<file path="config.mk">
export PLATFORM = sky130hd
export DESIGN_NAME = regbank32_n
export DESIGN_NICKNAME = d
export VERILOG_FILES = /design/src/rtl/regbank_pkg.sv /design/src/rtl/mux32to1_n.sv /design/src/rtl/regbank32_n.sv
export SDC_FILE = /design/constraint.sdc
export NUM_CORES = 2
export LEC_CHECK = 0
export ABC_AREA = 1
export BUFFER_PORTS_ARGS = -buffer_cell sky130_fd_sc_hd__clkbuf_2
export CAP_MARGIN = 15
export CORE_AREA = 2 2 454 456
export CTS_BUF_LIST = sky130_fd_sc_hd__clkbuf_4
export DETAILED_ROUTE_END_ITERATION = 8
export DIE_AREA = 0 0 456 458
export PLACE_DENSITY = 0.47
export SYNTH_ARGS = -nofsm -noshare
export SYNTH_HDL_FRONTEND = slang
export SYNTH_HIERARCHICAL = 1
export SYNTH_SLANG_ARGS = --single-unit
</file>
<file path="constraint.sdc">
create_clock -name clk_i -period 2 [get_ports clk_i]
set_input_delay 0.4 -clock clk_i [delete_from_list [all_inputs] [get_ports clk_i]]
set_output_delay 0.4 -clock clk_i [all_outputs]
set_load 0.02 [all_outputs]
</file>
<file path="src/rtl/regbank_pkg.sv">
// regbank_pkg: shared sizes and register address type for the register bank
package regbank_pkg;
  localparam int NUM_REGS = 32;
  localparam int REG_ADDR_W = 5;
  typedef logic [REG_ADDR_W-1:0] reg_addr_t;
  localparam reg_addr_t REG_ZERO = '0;
endpackage

</file>
<file path="src/rtl/mux32to1_n.sv">
// mux32to1_n: 32-way selector of one register out of the architectural array
module mux32to1_n
  import regbank_pkg::*;
#(
  parameter int DATA_WIDTH = 32
) (
  input  logic [DATA_WIDTH-1:0] data_i [NUM_REGS-1:0],
  input  logic [REG_ADDR_W-1:0] sel_i,
  output logic [DATA_WIDTH-1:0] data_o
);
  // every 5-bit select names a real entry, so the output is never undefined
  always_comb data_o = data_i[sel_i];
endmodule

</file>
<file path="src/rtl/regbank32_n.sv">
// regbank32_n: 32-entry register bank with write-first read bypass and busy scoreboard
module regbank32_n
  import regbank_pkg::*;
#(
  parameter int DATA_WIDTH = 32
) (
  input  logic                  clk_i,
  input  logic                  rst_ni,
  input  logic                  wr_en_i,
  input  logic [REG_ADDR_W-1:0] wr_addr_i,
  input  logic [DATA_WIDTH-1:0] wr_data_i,
  input  logic                  issue_en_i,
  input  logic [REG_ADDR_W-1:0] issue_rd_i,
  input  logic [REG_ADDR_W-1:0] rs1_addr_i,
  input  logic [REG_ADDR_W-1:0] rs2_addr_i,
  output logic [DATA_WIDTH-1:0] rs1_data_o,
  output logic [DATA_WIDTH-1:0] rs2_data_o,
  output logic                  rs1_busy_o,
  output logic                  rs2_busy_o,
  output logic [DATA_WIDTH-1:0] regs_o [NUM_REGS-1:0],
  output logic [NUM_REGS-1:0]   busy_o
);
  logic [DATA_WIDTH-1:0] regs_q [NUM_REGS-1:0];
  logic [DATA_WIDTH-1:0] regs_d [NUM_REGS-1:0];
  logic [NUM_REGS-1:0]   busy_q, busy_d;
  logic [DATA_WIDTH-1:0] rs1_mux, rs2_mux;
  logic                  wr_live, rs1_hit, rs2_hit;
  assign wr_live = wr_en_i && (wr_addr_i != REG_ZERO);
  // next state: writeback updates data and clears busy, a later issue to the same entry re-sets busy
  always_comb begin
    regs_d = regs_q;
    busy_d = busy_q;
    if (wr_live) begin
      regs_d[wr_addr_i] = wr_data_i;
      busy_d[wr_addr_i] = 1'b0;
    end
    if (issue_en_i && issue_rd_i != REG_ZERO) busy_d[issue_rd_i] = 1'b1;
  end
  // state registers; x0 is never written so it stays at its reset value of zero
  always_ff @(posedge clk_i or negedge rst_ni) begin
    if (!rst_ni) begin
      regs_q <= '{default: '0};
      busy_q <= '0;
    end else begin
      regs_q <= regs_d;
      busy_q <= busy_d;
    end
  end
  assign regs_o = regs_q;
  assign busy_o = busy_q;
  mux32to1_n #(.DATA_WIDTH(DATA_WIDTH)) u_rs1_mux (.data_i(regs_q), .sel_i(rs1_addr_i), .data_o(rs1_mux));
  mux32to1_n #(.DATA_WIDTH(DATA_WIDTH)) u_rs2_mux (.data_i(regs_q), .sel_i(rs2_addr_i), .data_o(rs2_mux));
  // read ports: x0 forced to zero, same-cycle writeback forwarded and treated as no longer pending
  always_comb begin
    rs1_hit    = wr_live && (wr_addr_i == rs1_addr_i);
    rs2_hit    = wr_live && (wr_addr_i == rs2_addr_i);
    rs1_data_o = (rs1_addr_i == REG_ZERO) ? '0 : rs1_hit ? wr_data_i : rs1_mux;
    rs2_data_o = (rs2_addr_i == REG_ZERO) ? '0 : rs2_hit ? wr_data_i : rs2_mux;
    rs1_busy_o = (rs1_addr_i != REG_ZERO) && busy_q[rs1_addr_i] && !rs1_hit;
    rs2_busy_o = (rs2_addr_i != REG_ZERO) && busy_q[rs2_addr_i] && !rs2_hit;
  end
endmodule

</file>
; ---- Word-level counts from Yosys, hierarchy flattened
; Index checks and enable logic that the tools add are counted.
[totals]
wordCells = 83
mem_bits_ro = 0
regBits = 1056
latch_bits = 0
input_bits = 56
out_inout_bits = 1122
mem_count = 0
mem_bits_rw = 0
[op_classes]
shift = 0
n_eq_ne = 2
n_bitwise = 3
div = 0
mux = 21
n_lt_le_gt_ge = 6
n_reduce_logical = 18
multipliers = 0
add_sub_neg = 0
[op_table]
columns = operator, count
row1 = $bwmux W1024, 1
row2 = $bmux W32 S5, 2
row3 = $mux W32, 9
row4 = $demux W32 S5, 1
row5 = $and A32 B32 Y32, 1
row6 = $not A32 Y32, 1
row7 = $or A32 B32 Y32, 1
row8 = $lt A5 B6 Y1 const B, 4
row9 = $reduce_bool A5 Y1, 4
row10 = $bmux W1 S5, 2
row11 = $demux W1 S5, 2
row12 = $eq A5 B5 Y1, 2
row13 = $ge A5 B1 Y1 const B, 2
row14 = $logic_and A1 B1 Y1, 10
row15 = $logic_not A5 Y1, 2
row16 = $mux W1, 4
row17 = $logic_not A1 Y1, 2

; ---- Depth between registers and ports, before layout
[depth]
word_depth = 9
depth_mapped = 14
depth_no_buf = 11

; ---- Hierarchy
; Netlist, hierarchy kept.
[by_module_without_submodules]
columns = module, n_inst, area_per_inst_um2, cells_per_inst, seq_area_each_um2
row1 = regbank32_n, 1, 39067.5, 3983, 26425.3
row2 = mux32to1_n, 2, 10796.6, 2431, 0.0

; ---- Worst setup path before layout
; OpenSTA, ideal clock, no wires.
[synth_timing]
kind = input to output
from = in wr_addr_i[4]
to = out rs1_data_o[10]
required_time_ns = 1.600
path_slack_ns = -0.128
n_path_buf = 2
cell_stages = 9
t_arrival_ns = 1.728
cell_sequence = clkbuf_2 > nor2_1 > nand3_1 > nand2_2 > nor2_1 > nand2_1 > clkbuf_1 > o21ai_0 > nor2_1
[synth_between]
elab_chain_len = 5
elab_cells_between_ends = 6
classes_between = eq/ne: 1 / mux: 2 / reduce/logical: 3
[synth_rtl]
columns = item, line
row1 = from (decl), regbank32_n.sv:10  ; input logic [REG_ADDR_W-1:0] wr_addr_i,
row2 = $reduce_bool A5 Y1, regbank32_n.sv:28  ; assign wr_live = wr_en_i && (wr_addr_i != REG_ZERO);
row3 = $logic_and A1 B1 Y1, regbank32_n.sv:28
row4 = $logic_and A1 B1 Y1 (*), regbank32_n.sv:55  ; rs1_hit = wr_live && (wr_addr_i == rs1_addr_i);
row5 = $mux W32 (*) (2 in a row), regbank32_n.sv:57  ; rs1_data_o = (rs1_addr_i == REG_ZERO) ? '0 : rs1_hit ? wr_data_i : rs1_mux;
row6 = to (decl), regbank32_n.sv:16  ; output logic [DATA_WIDTH-1:0] rs1_data_o,
; Mark *: on every way between the ends. The rest lies on a longest branch, timed or not.

; ---- Final worst setup path
[layout_timing]
from = reg regs_q, in the netlist regs_o[366]
to = out rs2_data_o[14]
[layout_between]
elab_chain_len = 4
[layout_rtl]
columns = item, line
row1 = from (decl), regbank32_n.sv:23  ; logic [DATA_WIDTH-1:0] regs_q [NUM_REGS-1:0];
row2 = from (signal assigned), regbank32_n.sv:45  ; regs_q <= regs_d;
row3 = $bmux W32 S5, mux32to1_n.sv:12  ; always_comb data_o = data_i[sel_i];
row4 = $mux W32 (not written as such), mux32to1_n.sv:12
row5 = net rs2_mux[14], regbank32_n.sv:26  ; logic [DATA_WIDTH-1:0] rs1_mux, rs2_mux;
row6 = $mux W32 (2 in a row), regbank32_n.sv:58  ; rs2_data_o = (rs2_addr_i == REG_ZERO) ? '0 : rs2_hit ? wr_data_i : rs2_mux;
row7 = to (decl), regbank32_n.sv:17  ; output logic [DATA_WIDTH-1:0] rs2_data_o,
; The timed path passes the listed nets, and every way through them passes these cells. The select of a mux whose other input is x is not followed.

==> out/qor.yml <==
placed_design:
  place_ws_ns: -1.11
  gp_congestion: 1.03
  io_buffers: 1177
  dp_hpwl_mm: 307
  dpl_cell_area_um2: 81300
power:
  internal_power_mw: 51.3
  power_per_cell_area_nw_per_um2: 990
  seqPwrFrac_pct: 33.4
  pwr-share-comb_pct: 41.9
  ir_drop_mv: 0.662
  p_leak_nw: 46.7
  swShare_pct: 43.0
  clkPwrFrac_pct: 24.8
  p_sw_mw: 38.7
job:
  drv_cap: 0
logic_synthesis:
  async_flop_share_pct: 100
  synth_area_um2: 60700
  yosysSeqAreaShare_pct: 43.6
  synth_flop_cell: "dfrtp_1"
  synth-seq-cells: 1056
  syn-mean-instance-area_um2: 6.86
  synthTopCellsByArea: "dfrtp_1, nand2_1, nand3_1"
  synth_cell_type_count: 31
  synth_top_area_share_pct: 43.6
  synthCells: 8845
  synth_edf_count: 0
  ys_warn_count: 6
  synth.largest_area_cell: "dfrtp_1"
  synth_nets: 8901
layout:
  mostFrequentLayoutCells: "nand2_1, buf_4, nand3_1"
  area_delta_synth_final_pct: 50.0
  nets: 11400
  layout_commonest_cell: "nand2_1"
  fin_area_um2: 91000
  layout-drive-gt1-share_pct: 36.9
  fillCellCount: 21200
floorplan:
  start_util_pct: 29.8
  core_area_um2: 204000
  dieArea_um2: 209000
  ios: 1178
  die_w_um: 456
  rows: 166
  die_h_um: 458
sta:
  report.final.hold_viol_count: 0
  final-setup-viol-count: 1158
  fmax_ghz: 0.282
  worst_pin_slew_ns: 0.777
  setup_ws_ns: -1.55
  layout_worst_path_cycle_share_pct: 177
  slew_headroom_pct: 48.2
  fin_tns_setup_ns: -671.57
  drv_slew: 0
  post-route-min-period_ns: 3.55
  rsz0062_at_grt: "yes"
  skew_ns: 0
clock_network:
  cts_buffers: 337
  cts_root_buf: "clkbuf_4"
  clkLatencyLatePin_ns: 1.42
  h-tree-depth: 5
  clkSlewWorstSetupHoldPaths_ns: 0.06
  cts.sinks: 1056
  cts_tree: "built"
  cts.path.max_buffers: 4
worst_setup_path:
  worst_setup_path_end_kind: "primary output"
  worstSetupStartpointType: "flip-flop"
  critical_path_peak_fanout: 3
  critical_path_required_ns: 1.60
  crit_arrival_ns: 3.15
  path_class: "flip-flop to primary output"
drt:
  drc: 0
  wire_per_inst_um: 28.7
  drt-pass1-iter-count: 8
  routed_wl_mm: 410
  viasPerCell: 5.37
  initialDrtViolationCount: 8518
  dr_total_vias: 76800
  drtAntennaViolNets: 0
run_status:
  status: "finished with violations"
  violations: "negative setup slack"
grt:
  grtUsageTotal_pct: 38.0
  overflow: 0
  grt_pass1_vias: 72200
  grt_pass1_wl_mm: 567
  grt_max_degree: 100
  antenna_found_initial: 37
worst_hold_path:
  hp-class: "primary input to flip-flop"
[metrics by stage]
| stage | hold WS (ns) | total power [mW] | util (%) | std cells |
|---|---|---|---|---|
| global placement | 0.417 | 64.5 | 39.9 | 13500 |
| finish | 0.117 | 90.1 | 44.7 | 14300 |
| global route | 0.115 | 94.1 | 44.7 | 14300 |
| floorplan | 0.104 | 43.9 | - | 8845 |
| detailed placement | 0.411 | 64.7 | 39.9 | 13500 |
| CTS | 0.00226 | 88.8 | 43.6 | 14200 |
[area by class of cell]
cell class	count	area (um2)	area share, %
antenna	15	37.5	0.0412
clock buffer	483	3630	3.98
clock inverter	69	385	0.423
inverter	116	518	0.569
multi-input combinational	6870	32500	35.8
sequential	1056	26500	29.1
tap	2688	3360	3.70
timing repair buffer	3002	24000	26.4
[synth_stat cells, drive strengths merged (7+ instances only)]
| master | n |
|---|---|
| nand2 | 3848 |
| nor3 | 7 |
| nor2 | 322 |
| clkbuf | 310 |
| dfrtp | 1056 |
| inv | 114 |
| o22ai | 13 |
| buf | 493 |
| o21ai | 917 |
| nand3 | 1581 |
| o211ai | 10 |
| a21oi | 166 |
[final timing paths]
kind | from | endpoint | slack (ns) | depth (start not counted)
setup / recovery | regs_o[366] | rs2_data_o[14] | -1.55 | 11
hold reg to reg | regs_o[26] | regs_o[26] | 0.49 | 1
max in group asynchronous | rst_ni | regs_o[344] | 0.91 | 5
min in group asynchronous | rst_ni | regs_o[605] | 0.33 | 5
setup reg to reg | busy_o[24] | busy_o[24] | 0.68 | 3
hold / removal | wr_data_i[16] | regs_o[752] | 0.12 | 5
[sequential cells by signal, summed over array words and instances (netlist names)]
register / count
busy_o: 32
regs_o: 1024
[worst max-delay path, cell delays in order, from the launching register on]
cell	delay [ns]
dfrtp_1	0.40
nand2_1	0.10
nand3_2	0.09
nand3_4	0.11
nand2_2	0.08
nand2_1	0.06
nand2_2	0.13
nand2_2	0.15
nand2_1	0.11
nor2_2	0.06
nor2_4	0.22
buf_8	0.15
[logic make-up after synthesis]
group,Yosys count,synth area share (%)
AO/OA/AOI/OAI,1107,9.21
AND/OR/NAND/NOR,5761,39.0
buffers and inverters,919,8.23
XOR/XNOR,2,0.0289
flip-flops,1056,43.6
[timing repair]
item                        CTS  global route
hold endpoints to repair   2079             0
setup buffers                81            57
setup endpoints to repair  1122          1162
resized for setup           627           512
pin swaps                   233           262
hold buffers                 74             0
[power by group through the flow]
stage               combinational [mW]  sequential [mW]  clock, mW
floorplan                         9.61             34.3          0
finish                            37.7             30.1       22.3
detailed placement                34.4             30.2          0
global route                      39.7             30.4       24.0
CTS                               36.2             29.9       22.8
global placement                  34.3             30.2          0
[metal layers]
layer / vias up / global-route usage [%] / wire [um]
met4: 28 / 25.7 / 31800
met3: 970 / 8.05 / 36000
met5: - / 0 / 181
met2: 4495 / 55.3 / 173000
met1: 37300 / 50.3 / 169000
li1: 34000 / - / -
Power figures use the tool's default switching activity.
